**config.mk**
```make
export PLATFORM = sky130hd
export DESIGN_NAME = scene_animator
export DESIGN_NICKNAME = d
export VERILOG_FILES = /design/src/rtl/scene_animator.sv
export SDC_FILE = /design/constraint.sdc
export NUM_CORES = 1
export LEC_CHECK = 0
export CAP_MARGIN = 30
export CORE_MARGIN = 1
export CORE_UTILIZATION = 35
export DETAILED_ROUTE_END_ITERATION = 6
export PLACE_DENSITY = 0.56
export SLEW_MARGIN = 10
export SYNTH_ARGS = -nofsm -noshare
export SYNTH_HDL_FRONTEND = slang
export SYNTH_SLANG_ARGS = --single-unit
```
**constraint.sdc**
```tcl
create_clock -name clk_render -period 9.7 [get_ports clk_render]
set_input_delay 1.94 -clock clk_render [delete_from_list [all_inputs] [get_ports clk_render]]
set_output_delay 1.94 -clock clk_render [all_outputs]
set_load 0.05 [all_outputs]
```
**src/rtl/scene_animator.sv**
```systemverilog
// rtl/scene_animator.sv - per-frame scene offsets and Y-axis rotation generator
// Sin/cos advance by a stable incremental recurrence that shares one multiplier.
module scene_animator #(
   parameter int unsigned FB_WIDTH      = 160,
   parameter int unsigned FB_HEIGHT     = 120,
   parameter logic [31:0] OFFSET_X_STEP = 32'h0000_8000,
   parameter logic [31:0] OFFSET_Y_STEP = 32'h0000_2000,
   parameter logic [31:0] ROT_EPS       = 32'h0000_0324,
   parameter int unsigned STEPS_PER_REV = 512
) (
   input  logic         clk_render,
   input  logic         btn_rst_n,
   input  logic         begin_frame,
   input  logic         pause,
   output logic [31:0]  offset_x,
   output logic [31:0]  offset_y,
   output logic [383:0] transform,
   output logic         update_done,
   output logic         busy,
   output logic [15:0]  frame_count,
   output logic [15:0]  dropped_frames
);

   localparam int unsigned      REV_W    = $clog2(STEPS_PER_REV);
   localparam logic [REV_W-1:0] REV_LAST = REV_W'(STEPS_PER_REV - 1);
   localparam logic [31:0]      X_LIM    = 32'(FB_WIDTH) << 15;
   localparam logic [31:0]      X_START  = ~X_LIM + 32'd1;
   localparam logic [31:0]      Y_LIM    = 32'(FB_HEIGHT) << 15;
   localparam logic [31:0]      ONE      = 32'h0001_0000;
   localparam logic [31:0]      POS_Z    = 32'hFFF6_0000;
   localparam logic [31:0]      SIN_X    = 32'h0000_8000;
   localparam logic [31:0]      COS_X    = 32'h0000_DDB4;
   localparam logic [31:0]      SCALE    = 32'h0000_199A;

   typedef enum logic [1:0] {IDLE, MUL_S, MUL_C, COMMIT} state_t;

   state_t           state_q, state_d;
   logic [31:0]      s_q, s_d, c_q, c_d;
   logic [31:0]      sin_y_q, sin_y_d, cos_y_q, cos_y_d;
   logic [31:0]      off_x_q, off_x_d, off_y_q, off_y_d;
   logic [REV_W-1:0] rev_q, rev_d;
   logic [15:0]      frame_q, frame_d, drop_q, drop_d;
   logic             done_q, done_d;

   logic [31:0]      mul_b;
   logic [63:0]      prod;
   logic [31:0]      prod_term;
   logic             unused_prod_bits;

   // One multiplier: eps*c while forming s_n, then eps*s_n while forming c_n.
   assign mul_b            = (state_q == MUL_S) ? c_q : s_q;
   assign prod             = {{32{ROT_EPS[31]}}, ROT_EPS} * {{32{mul_b[31]}}, mul_b};
   assign prod_term        = prod[47:16];
   assign unused_prod_bits = ^{prod[63:48], prod[15:0]};

   always_comb begin
      state_d = state_q;
      s_d     = s_q;
      c_d     = c_q;
      sin_y_d = sin_y_q;
      cos_y_d = cos_y_q;
      off_x_d = off_x_q;
      off_y_d = off_y_q;
      rev_d   = rev_q;
      frame_d = frame_q;
      drop_d  = drop_q;
      done_d  = 1'b0;

      if (begin_frame && (state_q != IDLE) && (drop_q != 16'hFFFF))
         drop_d = drop_q + 16'd1;

      case (state_q)
         IDLE: begin
            if (begin_frame && !pause) begin
               state_d = MUL_S;
               s_d     = sin_y_q;
               c_d     = cos_y_q;
            end
         end
         MUL_S: begin
            s_d     = s_q + prod_term;
            state_d = MUL_C;
         end
         MUL_C: begin
            c_d     = c_q - prod_term;
            state_d = COMMIT;
         end
         COMMIT: begin
            if (rev_q == REV_LAST) begin
               sin_y_d = 32'd0;
               cos_y_d = ONE;
               rev_d   = '0;
            end else begin
               sin_y_d = s_q;
               cos_y_d = c_q;
               rev_d   = rev_q + 1'b1;
            end
            off_x_d = ($signed(off_x_q) >= $signed(X_LIM)) ? X_START : off_x_q + OFFSET_X_STEP;
            off_y_d = ($signed(off_y_q) >= $signed(Y_LIM)) ? 32'd0 : off_y_q + OFFSET_Y_STEP;
            frame_d = frame_q + 16'd1;
            done_d  = 1'b1;
            state_d = IDLE;
         end
         default: state_d = IDLE;
      endcase
   end

   always_ff @(posedge clk_render or negedge btn_rst_n) begin
      if (!btn_rst_n) begin
         state_q <= IDLE;
         s_q     <= 32'd0;
         c_q     <= 32'd0;
         sin_y_q <= 32'd0;
         cos_y_q <= ONE;
         off_x_q <= X_START;
         off_y_q <= 32'd0;
         rev_q   <= '0;
         frame_q <= 16'd0;
         drop_q  <= 16'd0;
         done_q  <= 1'b0;
      end else begin
         state_q <= state_d;
         s_q     <= s_d;
         c_q     <= c_d;
         sin_y_q <= sin_y_d;
         cos_y_q <= cos_y_d;
         off_x_q <= off_x_d;
         off_y_q <= off_y_d;
         rev_q   <= rev_d;
         frame_q <= frame_d;
         drop_q  <= drop_d;
         done_q  <= done_d;
      end
   end

   assign offset_x       = off_x_q;
   assign offset_y       = off_y_q;
   assign update_done    = done_q;
   assign busy           = (state_q != IDLE);
   assign frame_count    = frame_q;
   assign dropped_frames = drop_q;
   assign transform      = {32'd0, 32'd0, POS_Z,
                            SIN_X, sin_y_q, 32'd0,
                            COS_X, cos_y_q, ONE,
                            SCALE, SCALE, SCALE};

endmodule

```
==> results.py <==
metrics = {
    "status": {
        "status": "completed",
    },
    "floorplanning": {
        "design.die.area_um2": 56900,
        "floorplan.initialDensity_pct": 35.5,
        "io_pins": 486,
        "die_x_um": 239,
        "floorplan.die.height_um": 239,
        "placeableCoreArea_um2": 55200,
        "cell_row_count": 86,
    },
    "sta": {
        "slew_viol_final": 0,
        "setup_viol": 0,
        "finClkSkew_ns": 0.0152,
        "worst-slew-pin-transition_ns": 0.827,
        "rsz0062_at_grt": "no",
        "finalCriticalPeriod_ns": 8.57,
        "layout_worst_path_cycle_share_pct": 88.3,
        "fmax_mhz": 117,
        "hold_violations": 0,
        "totalNegativeSetupSlack_ns": 0,
        "slew-limit-headroom_pct": 44.8,
    },
    "drt": {
        "antenna_violating_nets_post_route": 0,
        "route.detailed.drc": 0,
        "route.detailed.vias_per_inst": 4.66,
        "wirelength_um": 47000,
        "routed-via-count": 14418,
        "post_drt_wl_per_cell_um": 15.2,
        "initialDrtViolationCount": 719,
        "detail_route.first_pass.iterations": 5,
    },
    "layout": {
        "antenna-diode-count": 0,
        "fin_area_um2": 21400,
        "num-nets-final": 2573,
        "layout_fillers": 5544,
        "synthToLayoutAreaGrowth_pct": 9.29,
        "final_layout_size_suffix_gt1_share_pct": 6.19,
        "finalNonFillerCells": 3092,
    },
    "critical_path": {
        "startpoint_type_of_the_worst_setup_path": "flip-flop",
        "critical_path_arrival_ns": 9.00,
        "slowest_delay_ns": 0.64,
        "worstPathMaxFanout": 21,
        "worst_path_most_repeated_cell": "ha_1",
        "crit_path_end_kind": "flip-flop",
        "timing.setup.critical_path_class": "flip-flop to flip-flop",
        "critical-path-slowest-cell": "a2111oi_0",
        "timing.critical_path.required_ns": 10.13,
    },
    "clock_tree": {
        "clock-root-buffer": "clkbuf_16",
        "clk-insertion-delay-late_ns": 0.55,
        "numClockSinks": 208,
        "numCtsBuffers": 26,
        "ctsHoldBuffers": 0,
        "clock_tree_from_tritoncts": "yes",
        "number_of_buffers_inserted_to_repair_setup_after_cts": 0,
        "cts-htree-levels": 1,
        "clock_tree.buffer_depth": 3,
        "postCtsResizedCells": 0,
        "clkSlewWorstSetupHoldPaths_ns": 0.06,
    },
    "placement": {
        "post-place-cells": 3044,
        "placed_area_um2": 20500,
        "io_buffers": 137,
        "hpwlAfterDp_um": 36700,
        "routabilityCongestion": 0.855,
    },
    "logic_synthesis": {
        "mean_area_per_synthesized_cell_um2": 8.88,
        "post_synth_num_cell_types": 68,
        "mappedNetlistArea_um2": 19600,
        "syn_inst": 2205,
        "synth_edf_count": 0,
        "ys_dominant_reg_cell": "dfrtp_1",
        "postSynthRegisterBits": 208,
        "synth.yosys.seq_area_share_pct": 26.7,
        "synth.yosys.warnings": 0,
        "synth_async_sr_flop_share_pct": 100,
    },
    "global_routing": {
        "total_global_routing_overflow": 0,
        "grt-busiest-layer": "met2",
        "grt_pass1_vias": 13527,
        "grt_use_met1_pct": 22.6,
        "first_pass_grt_wire_length_um": 74400,
        "met3_demand_to_capacity_share_in_global_routing_pct": 2.12,
        "antenna_found_initial": 0,
        "largest_net_degree_at_the_start_of_global_routing": 87,
        "groute.layer.met2.usage_pct": 26.6,
        "grt_use_total_pct": 16.2,
    },
    "min_path": {
        "hold_class": "flip-flop to flip-flop",
    },
    "flow_run": {
        "timing.max_cap.violations": 0,
    },
}
-- sequential cells by signal (all words and copies together), names as in the netlist --
| register | count |
|---|---|
| c_q | 32 |
| cos_y_q | 32 |
| s_q | 32 |
| sin_y_q | 32 |
| offset_y | 19 |
| offset_x | 17 |
| dropped_frames | 16 |
| frame_count | 16 |
| rev_q | 9 |
| state_q | 2 |
| update_done | 1 |
-- cell usage in the layout, fill, tap and decap left out, types with 14 or more instances in the layout --
master,count
mux2i_1,46
o21a_1,20
dfrtp_1,196
nand2_1,132
a21oi_1,110
clkdlybuf4s50_1,136
nor2_1,87
inv_1,175
mux2_2,54
nand2b_1,14
nand3b_1,62
buf_4,15
a21o_1,65
o31ai_1,14
clkbuf_16,27
o21ai_0,156
xnor2_1,93
nor3_1,28
nand3_1,39
ha_1,216
fa_1,25
xor2_1,83
nand4_1,20
and3_1,19
conb_1,348
-- kinds of logic (layout without fill, tap and decap cells) --
family                     count (synthesis)  after routing  synth area share, %
buffers and inverters                    584            377                 17.9
AOI/OAI and AO/OA                        462            462                 14.6
and+or+nand+nor                          428            428                 10.9
adders and majority gates                245            245                 16.6
DFF                                      208            208                 26.7
xor gates and xnor gates                 176            176                 7.87
muxes                                    100            100                 5.46
other                                      2            348               0.0384
-- worst max-delay path: cells and delay by family (launching register included) --
| kind | cells | cell delay [ns] |
|---|---|---|
| buffers and inverters | 6 | 0.74 |
| xor gates and xnor gates | 2 | 0.41 |
| muxes | 1 | 0.38 |
| adders and majority gates | 7 | 2.30 |
| AOI/OAI and AO/OA | 18 | 4.17 |
| DFF | 1 | 0.43 |
-- Yosys cell counts, types with 4 or more instances --
library cell	n	area [µm²]
buf_4	348	2610
ha_1	220	2750
dfrtp_1	196	4900
inv_1	175	657
o21ai_0	157	786
nand2_1	132	495
a21oi_1	110	551
xnor2_1	93	815
nor2_1	87	327
xor2_1	83	727
a21o_1	65	488
nand3b_1	62	465
mux2_2	54	608
clkbuf_1	49	184
mux2i_1	46	460
nand3_1	39	195
nor3_1	28	140
fa_1	25	500
nand4_1	20	125
o21a_1	20	150
and3_1	19	119
nand2b_1	14	87.6
o31ai_1	14	105
dfstp_2	12	315
o21ai_1	12	60.1
o21bai_1	11	82.6
a31oi_1	10	62.6
buf_1	8	30.0
a211oi_1	7	52.6
nor2b_1	7	43.8
or3_1	7	43.8
a211o_1	5	43.8
and2_1	5	31.3
o211ai_1	5	37.5
o2111ai_1	4	35.0
o2bb2ai_1	4	35.0
o31a_1	4	35.0
-- path summary, 6_finish.rpt --
path	from	end	slack (ns)	cells past startpoint
setup / recovery	state_q[1]	c_q[30]	1.13	34
hold / removal	frame_count[15]	frame_count[15]	0.49	1
hold reg to reg	frame_count[15]	frame_count[15]	0.49	1
setup reg to reg	state_q[1]	c_q[30]	1.13	34
max in group asynchronous	btn_rst_n	s_q[17]	6.96	2
min in group asynchronous	btn_rst_n	frame_count[11]	1.40	1
-- layer usage --
metal	part of all wire [%]	routed length, µm
met1	48	22300
met2	46	21700
met3	4.7	2210
met4	1.6	744
met5	0	0
-- layout make-up --
class	instances	area [µm²]	area share, %
inverter	177	664	3.10
sequential	208	5220	24.4
tap	748	936	4.37
timing repair buffer	152	1490	6.96
clock inverter	11	124	0.579
clock buffer	37	773	3.61
multi-input combinational	1759	12200	57.0
-- through the flow --
stage               util (%)  worst slack [ns]  hold WS, ns
floorplan                  -              1.65        0.470
finish                  38.8              1.13        0.494
detailed placement      37.1              1.23        0.482
global placement        37.1              1.44        0.464
CTS                     38.8              1.21        0.494
global route            38.8             0.516        0.505
Power is left out: the tool's default activity adds up to more than one toggle a clock period on the data nets, which glitch-free logic cannot reach.
